**config.mk**
```make
export PLATFORM = sky130hd
export DESIGN_NAME = ps2_paddle_keys
export DESIGN_NICKNAME = d
export VERILOG_FILES = /design/src/rtl/ps2_paddle_keys.sv
export SDC_FILE = /design/constraint.sdc
export NUM_CORES = 1
export LEC_CHECK = 0
export ABC_AREA = 1
export ABC_CLOCK_PERIOD_IN_PS = 3700
export CAP_MARGIN = 20
export CORE_MARGIN = 5
export CORE_UTILIZATION = 45
export CTS_CLUSTER_SIZE = 16
export DETAILED_ROUTE_END_ITERATION = 7
export GPL_ROUTABILITY_DRIVEN = 0
export SLEW_MARGIN = 10
export SYNTH_ARGS = -nofsm -noshare
export SYNTH_HDL_FRONTEND = slang
export SYNTH_SLANG_ARGS = --single-unit
```
**constraint.sdc**
```tcl
create_clock -name clock -period 3.7 [get_ports clock]
set_input_delay 0.74 -clock clock [delete_from_list [all_inputs] [get_ports clock]]
set_output_delay 0.74 -clock clock [all_outputs]
set_load 0.02 [all_outputs]
```
**src/rtl/ps2_paddle_keys.sv**
```systemverilog
`timescale 1ns/1ps
// ps2_paddle_keys: PS/2 set-2 receiver and make/break decoder driving eight paddle key levels
//   clock, reset_n (async, active-high) | ps2_clk, ps2_dat: raw pad inputs
//   p1_*: W/S/A/D held levels | p2_*: arrow-key held levels
//   byte_valid/rx_byte: good-byte pulse and last byte | frame_err: parity/stop/timeout pulse
module ps2_paddle_keys #(
  parameter int TIMEOUT_CYCLES = 5000
) (
  input  logic       clock,
  input  logic       reset_n,
  input  logic       ps2_clk,
  input  logic       ps2_dat,
  output logic       p1_up,
  output logic       p1_down,
  output logic       p1_left,
  output logic       p1_right,
  output logic       p2_up,
  output logic       p2_down,
  output logic       p2_left,
  output logic       p2_right,
  output logic       byte_valid,
  output logic [7:0] rx_byte,
  output logic       frame_err
);
  // sized so the default 5000-cycle limit is reachable
  localparam int TW = $clog2(TIMEOUT_CYCLES);
  typedef enum logic [1:0] {IDLE, DATA, PARITY, STOP} state_t;
  logic [1:0] cs, ds;
  logic ch, fall, dat;
  state_t st;
  logic [2:0] bc;
  logic [7:0] sr;
  logic par;
  logic [TW-1:0] tc;
  logic to;
  logic ext, brk;
  logic [7:0] keys, hit;
  // synchronisers idle high; fall/dat are registered so the receiver sees the pin edge 3 cycles late
  always_ff @(posedge clock or posedge reset_n)
    if (reset_n) begin
      cs <= 2'b11;
      ds <= 2'b11;
      ch <= 1'b1;
      fall <= 1'b0;
      dat <= 1'b1;
    end else begin
      cs <= {cs[0], ps2_clk};
      ds <= {ds[0], ps2_dat};
      ch <= cs[1];
      fall <= ch & ~cs[1];
      dat <= ds[1];
    end
  assign to = st != IDLE && !fall && tc == TW'(TIMEOUT_CYCLES - 1);
  always_ff @(posedge clock or posedge reset_n)
    if (reset_n) begin
      st <= IDLE;
      bc <= '0;
      sr <= '0;
      par <= 1'b0;
      tc <= '0;
      byte_valid <= 1'b0;
      frame_err <= 1'b0;
      rx_byte <= '0;
    end else begin
      byte_valid <= 1'b0;
      frame_err <= 1'b0;
      tc <= (st == IDLE || fall) ? '0 : tc + TW'(1);
      if (to) begin
        st <= IDLE;
        frame_err <= 1'b1;
      end else if (fall)
        case (st)
          IDLE: if (!dat) begin
            st <= DATA;
            bc <= '0;
          end
          DATA: begin
            sr <= {dat, sr[7:1]};
            bc <= bc + 3'd1;
            if (bc == 3'd7) st <= PARITY;
          end
          PARITY: begin
            par <= dat;
            st <= STOP;
          end
          STOP: begin
            st <= IDLE;
            if (dat && ^{sr, par}) begin
              rx_byte <= sr;
              byte_valid <= 1'b1;
            end else frame_err <= 1'b1;
          end
        endcase
    end
  // key order: {p2_right, p2_left, p2_down, p2_up, p1_right, p1_left, p1_down, p1_up}
  assign hit = {ext && rx_byte == 8'h74, ext && rx_byte == 8'h6B, ext && rx_byte == 8'h72, ext && rx_byte == 8'h75,
                !ext && rx_byte == 8'h23, !ext && rx_byte == 8'h1C, !ext && rx_byte == 8'h1B, !ext && rx_byte == 8'h1D};
  always_ff @(posedge clock or posedge reset_n)
    if (reset_n) begin
      ext <= 1'b0;
      brk <= 1'b0;
      keys <= '0;
    end else if (frame_err) begin
      ext <= 1'b0;
      brk <= 1'b0;
    end else if (byte_valid) begin
      if (rx_byte == 8'hE0) ext <= 1'b1;
      else if (rx_byte == 8'hF0) brk <= 1'b1;
      else begin
        keys <= (keys & ~hit) | (hit & {8{!brk}});
        ext <= 1'b0;
        brk <= 1'b0;
      end
    end
  assign {p2_right, p2_left, p2_down, p2_up, p1_right, p1_left, p1_down, p1_up} = keys;
endmodule

```
==> results by stage, run 1 <==
Run status:
- The flow ran to the end, and the final reports show no timing, DRC or antenna violations.

STA:
- The highest achievable clock rate is 0.455 GHz.
- The clock arrives with 0.00724 ns of skew.
- After layout, the worst path uses 59.4% of the clock period.
- The final sum of negative setup slack is 0 ns.
- At the pin with the least slew margin, the transition time is 0.468 ns.
- The normalized max-slew margin is 68.7%.
- The number of slew-limit violations in the final report is 0.
- The number of failing hold endpoints at the final stage was 0.
- Setup repair after global routing left no endpoint under its margin.
- Setup violations remaining at the end of the flow were counted as 0.
- The clock period could shrink to 2.20 ns.

Flow run:
- The tool flagged a number of max-cap violations equal to 0.

Synthesis:
- The synthesis warning total is 0.
- After synthesis, the largest family of logic cells by area is simple AND/OR/NAND/NOR gates.
- Synthesis produced a netlist with a net count of 323.
- The top-area cell type share of the netlist area is 45.4%.
- The post-synthesis simple-gate area fraction is 30.1%.
- The synthesized design spends more area on one cell type than any other, namely sky130_fd_sc_hd__dfrtp_1.
- The post-synthesis compound-gate area fraction is 8.55%.
- Counting flops with a built-in enable in the synthesized netlist gives 0.
- Each instance of the synthesized netlist takes up on average 8.49 µm².
- The post-synthesis share of cell area spent on full adders, half adders and majority gates is 3.31%.
- The distinct cell type count after synthesis is 30.
- The register bit count reported by yosys is 54.
- The number of instances in the synthesized netlist is 312.
- The synthesized netlist devotes 0.331% of its cell area to XOR and XNOR gates.
- The sequential element share of the synthesized area is 51.3%.
- Measured against the total synthesized area, the mux share comes to 0%.
- The cell area that synthesis handed to floorplanning was 2650 µm².
- The fraction of synthesis flops using an asynchronous set or reset pin is 100%.
- The primary flip-flop cell chosen by synthesis mapping is sky130_fd_sc_hd__dfrtp_1.
- Sorting the synthesized cells by area gives the leading types as sky130_fd_sc_hd__dfrtp_1 (45%), sky130_fd_sc_hd__nand2_1 (13%), sky130_fd_sc_hd__dfstp_2 (6.0%).

Drt:
- For this block, wires on met1 add up to 2300 µm.
- The DRC violation count after routing is 0.
- The detailed router finished its first iteration with 105 violations.
- The remaining antenna violation count after routing is 0.
- The routed wire length on met3 is 217 µm.
- The highest metal layer used by the detailed router is met4.
- The total via count after detailed routing is 2144.
- In the routed layout, each cell is associated on average with a via count of 5.15.
- The wire length per cell is 12.3 µm.
- The met2 wirelength from detailed routing is 2520 µm.
- The first detailed-routing pass took 4 iterations.
- The routed design has 5130 µm of wire.

Power:
- The static power due to leakage is 1.46 nW.
- The power density over the cells is 540 nW/µm².
- The worst-case IR drop observed on VDD is 0.000242 V.

Setup path:
- The top cell family by delay on the critical path is buffers and inverters.
- The endpoint type of the worst setup path is an output pin.
- The maximum net fanout on the critical path is 8.
- The combined buffer and inverter count along the critical path is 1.
- The critical path is of the reg2out type.
- The delay of the slowest critical-path stage is 0.66 ns.
- The critical path goes through clkdlybuf4s50_1.
- Data arrives at the worst endpoint at 1.46 ns.
- The slowest stage of the critical path is the sky130_fd_sc_hd__clkdlybuf4s50_1 cell.
- Data on the critical path is required at its endpoint by 2.96 ns.
- The worst setup path is launched from a flip-flop.

CTS:
- The post-cts sizing count is 0.
- After clock tree synthesis, the clock-pin slew on the worst setup and hold paths is 0.10 ns.
- The insertion delay of the later-clocked pin in the worst-skew pair is 0.30 ns.
- Clock tree synthesis found a total of 54 sinks.
- The total setup buffers inserted after CTS is 0.
- The number of buffers created by CTS is 5.
- The largest buffer count on any clock path is 2.
- The number of levels in the clock H-tree is 2.
- After clock tree synthesis, the flow added hold-fix buffers numbering 0.
- The CTS tree is built.
- The tree is rooted in a sky130_fd_sc_hd__clkbuf_8.

Global route:
- The global-route total usage across every layer is 15.2%.
- The number of global-route vias before repair is 2046.
- For this run the aggregate overflow at the end of global routing stands at 0.
- The initial antenna violation count was 0.
- The global-route wire length before repair is 9070 µm.
- Entering global routing, the biggest net connects 22 pins.

Cells and area:
- The area of all placed cells without fillers is 3070 µm².
- The growth of design area from synthesis to finish is 16.0%.
- The final net count is 351.
- Cells with a size suffix above 1 make up 9.97% of the layout.
- The total inserted antenna cells is 0.

Floorplan:
- The core box area is 5820 µm².
- Once the floorplan was initialized, standard cells occupied 45.5% of the core.
- The number of rows in the core area is 28.
- The floorplan die height is 86.7 µm.
- For this design the top-level I/O count stands at 22.
- Measured along the x axis, the die boundary spans 86.7 µm.
- The die covers 7520 µm².

Place:
- The quantity of I/O buffers inserted on ports is 21.
- The cell area after placement is 2960 µm².
- Detailed placement finished with a half-perimeter wire length of 3870 µm.

Worst hold path:
- In this run the worst hold path is classified as reg2reg.
==> cell usage after synthesis (2+ instances only) <==
| library cell | number |
|---|---|
| sky130_fd_sc_hd__nand2_2 | 2 |
| sky130_fd_sc_hd__a21oi_1 | 11 |
| sky130_fd_sc_hd__nor2_2 | 5 |
| sky130_fd_sc_hd__nor4_1 | 3 |
| sky130_fd_sc_hd__nand2_1 | 92 |
| sky130_fd_sc_hd__dfstp_2 | 6 |
| sky130_fd_sc_hd__nand2_4 | 2 |
| sky130_fd_sc_hd__dfrtp_1 | 48 |
| sky130_fd_sc_hd__o21ai_0 | 19 |
| sky130_fd_sc_hd__nand4_1 | 14 |
| sky130_fd_sc_hd__nor3_1 | 10 |
| sky130_fd_sc_hd__nor2_1 | 11 |
| sky130_fd_sc_hd__inv_1 | 41 |
| sky130_fd_sc_hd__nand3_1 | 15 |
| sky130_fd_sc_hd__clkbuf_1 | 2 |
| sky130_fd_sc_hd__nor3_4 | 2 |
| sky130_fd_sc_hd__o21ai_1 | 8 |
| sky130_fd_sc_hd__nand3_2 | 2 |
| sky130_fd_sc_hd__ha_1 | 7 |
| sky130_fd_sc_hd__o31ai_1 | 2 |
==> layout make-up <==
cell class                 instances  area, µm²
sequential                        54       1360
multi-input combinational        213       1120
inverter                          43        161
tap                               75       93.8
timing repair buffer              23        225
fill                             567       2740
clock buffer                       5       68.8
clock inverter                     3       43.8
==> through the flow <==
stage               power, mW  setup slack, ns  utilization (%)  instances  hold WS, ns
floorplan                1.14             1.66                -        312        0.345
global placement         1.27             1.86             50.9        408        0.345
detailed placement       1.27             1.85             50.9        408        0.347
CTS                      1.68             1.49             52.8        416        0.366
global route             1.80             1.43             52.8        416        0.369
finish                   1.66             1.50             52.8        416        0.362
==> layer usage <==
metal,track usage (%),up-vias
met5,0,-
met4,5.24,0
met3,3.14,7
met2,26.6,51
met1,18.6,1012
li1,-,1074
==> logic make-up (layout without fill, tap and decap cells) <==
group                      count (synthesis)  in the layout
DFF                                       54             54
xor gates and xnor gates                   1              1
buffers and inverters                     45             74
and+or+nand+nor                          162            162
AOI/OAI and AO/OA                         43             43
adders and majority gates                  7              7
==> layout by cell type (no fill, tap or decap), types with 3 or more instances in the layout <==
cell type / count
sky130_fd_sc_hd__a21oi_1: 11
sky130_fd_sc_hd__nand3_1: 15
sky130_fd_sc_hd__dfstp_2: 6
sky130_fd_sc_hd__inv_1: 40
sky130_fd_sc_hd__clkdlybuf4s50_1: 21
sky130_fd_sc_hd__ha_1: 7
sky130_fd_sc_hd__o21ai_0: 19
sky130_fd_sc_hd__dfrtp_1: 48
sky130_fd_sc_hd__o21ai_1: 8
sky130_fd_sc_hd__clkbuf_8: 5
sky130_fd_sc_hd__nor2_2: 5
sky130_fd_sc_hd__nor4_1: 3
sky130_fd_sc_hd__nand2_1: 92
sky130_fd_sc_hd__nor3_1: 10
sky130_fd_sc_hd__nor2_1: 11
sky130_fd_sc_hd__nand4_1: 14
==> final timing paths <==
path | from | endpoint | slack, ns | cells past startpoint
setup / recovery | rx_byte[3]$_DFFE_PP0P_ | rx_byte[3] | 1.50 | 1
hold / removal | cs[0]$_DFF_PP1_ | cs[1]$_DFF_PP1_ | 0.36 | 0
setup reg to reg | st[0]$_DFFE_PP0P_ | st[0]$_DFFE_PP0P_ | 2.04 | 8
hold reg to reg | cs[0]$_DFF_PP1_ | cs[1]$_DFF_PP1_ | 0.36 | 0
max in group asynchronous | reset_n | ch$_DFF_PP1_ | 2.32 | 3
min in group asynchronous | reset_n | fall$_DFF_PP0_ | 0.74 | 2
==> power by group <==
part / internal [mW] / switching [mW] / leakage [nW] / total [mW]
clock network: 0.203 / 0.192 / 0.0585 / 0.395
registers: 0.674 / 0.0828 / 0.719 / 0.757
logic: 0.170 / 0.338 / 0.682 / 0.509
total: 1.05 / 0.613 / 1.46 / 1.66
No activity file was read; power rests on OpenSTA's default activity.
==> run 2: changes to the inputs <==
Settings changed: ABC_CLOCK_PERIOD_IN_PS 3700 to 2100.
Clock period 3.7 ns to 2.1 ns, I/O delays scaled along.
==> run 2 against run 1 <==
Compared with the run above: first-iteration DRC count is 24% lower; power rose by 70%; clock power rose by 51%; worst setup slack worse by 1.3 ns; sequential share of layout area up 0.25 points; register-to-register slack worse by 1.6 ns; final cell count stayed put.
==> results by stage, run 2 (synthesis results as in run 1) <==
CTS:
- CTS saw 54 sinks.
- The number of hold buffers added after CTS was 0.
- The clock passes through at most 2 buffers.
- For the worst-skew pair, the clock arrives at the later sink with an insertion delay of 0.31 ns.
- The total setup buffers inserted after CTS is 0.
- Once the clock tree was built, the resizer swapped 0 gates to a different size.
- The number of levels in the clock H-tree is 2.
- Buffers inserted during clock tree synthesis total 5.
- The CTS tree is built.
- The clock-pin slew on the worst setup and hold paths is 0.10 ns.
- The clock tree root driver cell is sky130_fd_sc_hd__clkbuf_8.

Drt:
- In the routed layout, each cell is associated on average with a via count of 4.92.
- After the first detailed-routing iteration, the DRC count stood at 80.
- The overall routed net length is 5130 µm.
- The wire length per cell is 12.3 µm.
- The total via count after detailed routing is 2045.
- The remaining antenna violation count after routing is 0.
- In the routed design, unresolved DRC markers number 0.
- The detailed-routing iteration count for the pre-antenna-repair pass is 4.

Global route:
- The first global-routing pass estimated 9250 µm of wire.
- The global-route total usage across every layer is 15.4%.
- The pin count of the biggest net entering global routing is 32.
- The number of global-route vias before repair was 1987.
- The initial antenna violation count is 0.
- The overflow left after global routing is 0.

STA:
- For the pin with the worst max-slew slack, the measured transition is 0.447 ns.
- Setup violations remaining at the end of the flow were counted as 0.
- The number of failing hold endpoints at the final stage is 0.
- The number of slew-limit violations in the final report is 0.
- After routing, the total negative slack on setup checks comes to 0 ns.
- The final critical path takes up 88.3% of the cycle.
- Static timing analysis puts the maximum clock frequency at 0.539 GHz.
- Setup repair after global routing left no endpoint under its margin.
- The routed design could run at a clock period as short as 1.85 ns.
- Measured against its own limit, the worst slew margin works out to 70.1%.
- Across the routed clock network, the largest skew measured is 0.0108 ns.

Run status:
- The run finished with clean final reports.

Flow run:
- The tool flagged a number of max-cap violations equal to 0.

Worst hold path:
- The hold path depth is 0.
- The beginning of the worst hold path is ds[0]$_DFF_PP1_.
- For hold timing, the worst endpoint is ds[1]$_DFF_PP1_.
- The min-delay analysis places its worst path in the category reg2reg.

Floorplan:
- The core box area is 5820 µm².
- The number of placed I/O pins is 22.
- The overall die area is 7520 µm².
- The floorplan die height is 86.7 µm.
- The initial utilization of the core area, before any placement, comes to 45.5%.
- The floorplan has 28 rows.
- The horizontal die dimension is 86.7 µm.

Power:
- After layout, the design draws a total of 2.83 mW.
- The static power due to leakage is 1.45 nW.
- For this design the ratio of total power to cell area is 926 nW/µm².
- Across the VDD grid, the largest voltage drop is 0.000479 V.

Setup path:
- The critical register-to-register path endpoint is st[0]$_DFFE_PP0P_.
- Across all register-to-register paths, the minimum setup slack is 0.45 ns.
- The delay of the slowest critical-path stage is 0.65 ns.
- The arrival time at the worst endpoint is 1.43 ns.
- Walking the worst path, the cells encountered are clkdlybuf4s50_1.
- The required time at the worst-slack endpoint is 1.68 ns.
- The maximum net fanout on the critical path is 8.
- The cell count of the worst reg-to-reg path is 8.
- The top cell family by delay on the critical path is buffers and inverters.
- The kind of start point of the critical path is a flip-flop.
- The combined buffer and inverter count along the critical path is 1.
- The worst setup path category is reg2out.
- The standard cell with the maximum stage delay on the critical path is sky130_fd_sc_hd__clkdlybuf4s50_1.
- The startpoint of the most critical register-to-register path is st[0]$_DFFE_PP0P_.
- The endpoint type of the worst setup path is an output pin.

Cells and area:
- The final net count is 351.
- Compared with the post-synthesis result, the final layout area differs by 15.4%.
- In the layout the commonest cells are sky130_fd_sc_hd__nand2_1 (92), sky130_fd_sc_hd__dfrtp_1 (48), sky130_fd_sc_hd__inv_1 (40).
- In the final layout, the share of cells above drive strength 1 is 9.97%.
- The total inserted antenna cells is 0.
- The commonest non-fill, non-tap cell in the layout is sky130_fd_sc_hd__nand2_1.

Place:
- Port buffering added 21 buffers.
- Detailed placement ended at an HPWL of 3930 µm.
run 2: cell types whose count changed in the layout (fill, tap and decap cells not counted), sizes merged:
cell and delta:
bufinv -1, clkbuf +1, clkinvlp +1, inv -1
run 2: final cells by class:
type                            count  area [µm²]
Sequential cell                    54        1360
Timing Repair Buffer               23         225
Fill cell                         567        2760
Clock inverter                      2        12.5
Inverter                           43         161
Clock buffer                        6        82.6
Multi-Input combinational cell    213        1120
Tap cell                           75        93.8
run 2: how the worst max path moves through the flow:
stage	endpoint	start	slack [ns]	depth (start not counted)
2_1_floorplan	asynchronous set/reset pin	reset_n	0.38	1
3_3_place_gp	st[0]$_DFFE_PP0P_	st[0]$_DFFE_PP0P_	0.55	8
3_5_place_dp	st[0]$_DFFE_PP0P_	st[0]$_DFFE_PP0P_	0.48	8
4_1_cts	rx_byte[3]	rx_byte[3]$_DFFE_PP0P_	0.24	1
5_1_grt	rx_byte[3]	rx_byte[3]$_DFFE_PP0P_	0.19	1
6_report	rx_byte[3]	rx_byte[3]$_DFFE_PP0P_	0.25	1
run 2: layer usage:
layer	up-vias	track usage [%]	part of all wire, %
met1	935	20.3	49
met4	0	3.82	0.82
met3	4	3.42	3.0
li1	1074	-	-
met5	-	0	0
met2	32	25.7	47
run 2: per-stage QoR:
step / setup WS (ns) / hold WS (ns) / cells / util (%) / area, µm²
2_1_floorplan: 0.375 / 0.345 / 312 / - / 2650
3_3_place_gp: 0.547 / 0.347 / 408 / 50.9 / 2960
3_5_place_dp: 0.479 / 0.347 / 408 / 50.9 / 2960
4_1_cts: 0.238 / 0.362 / 416 / 52.5 / 3050
5_1_grt: 0.188 / 0.368 / 416 / 52.5 / 3050
6_report: 0.246 / 0.356 / 416 / 52.5 / 3050
run 2: worst register-to-register path: cells and delay by family, from the launching register on:
family | cells | cell delay (ns)
buf+inv | 1 | 0.08
flops | 1 | 0.42
compound gates | 1 | 0.08
simple gates | 5 | 0.73
fa+ha+maj | 1 | 0.25
run 2: power by group:
| group | leakage (nW) | switching (mW) | internal, mW |
|---|---|---|---|
| Combinational | 0.682 | 0.591 | 0.302 |
| Clock | 0.0472 | 0.331 | 0.266 |
| Sequential | 0.719 | 0.151 | 1.19 |
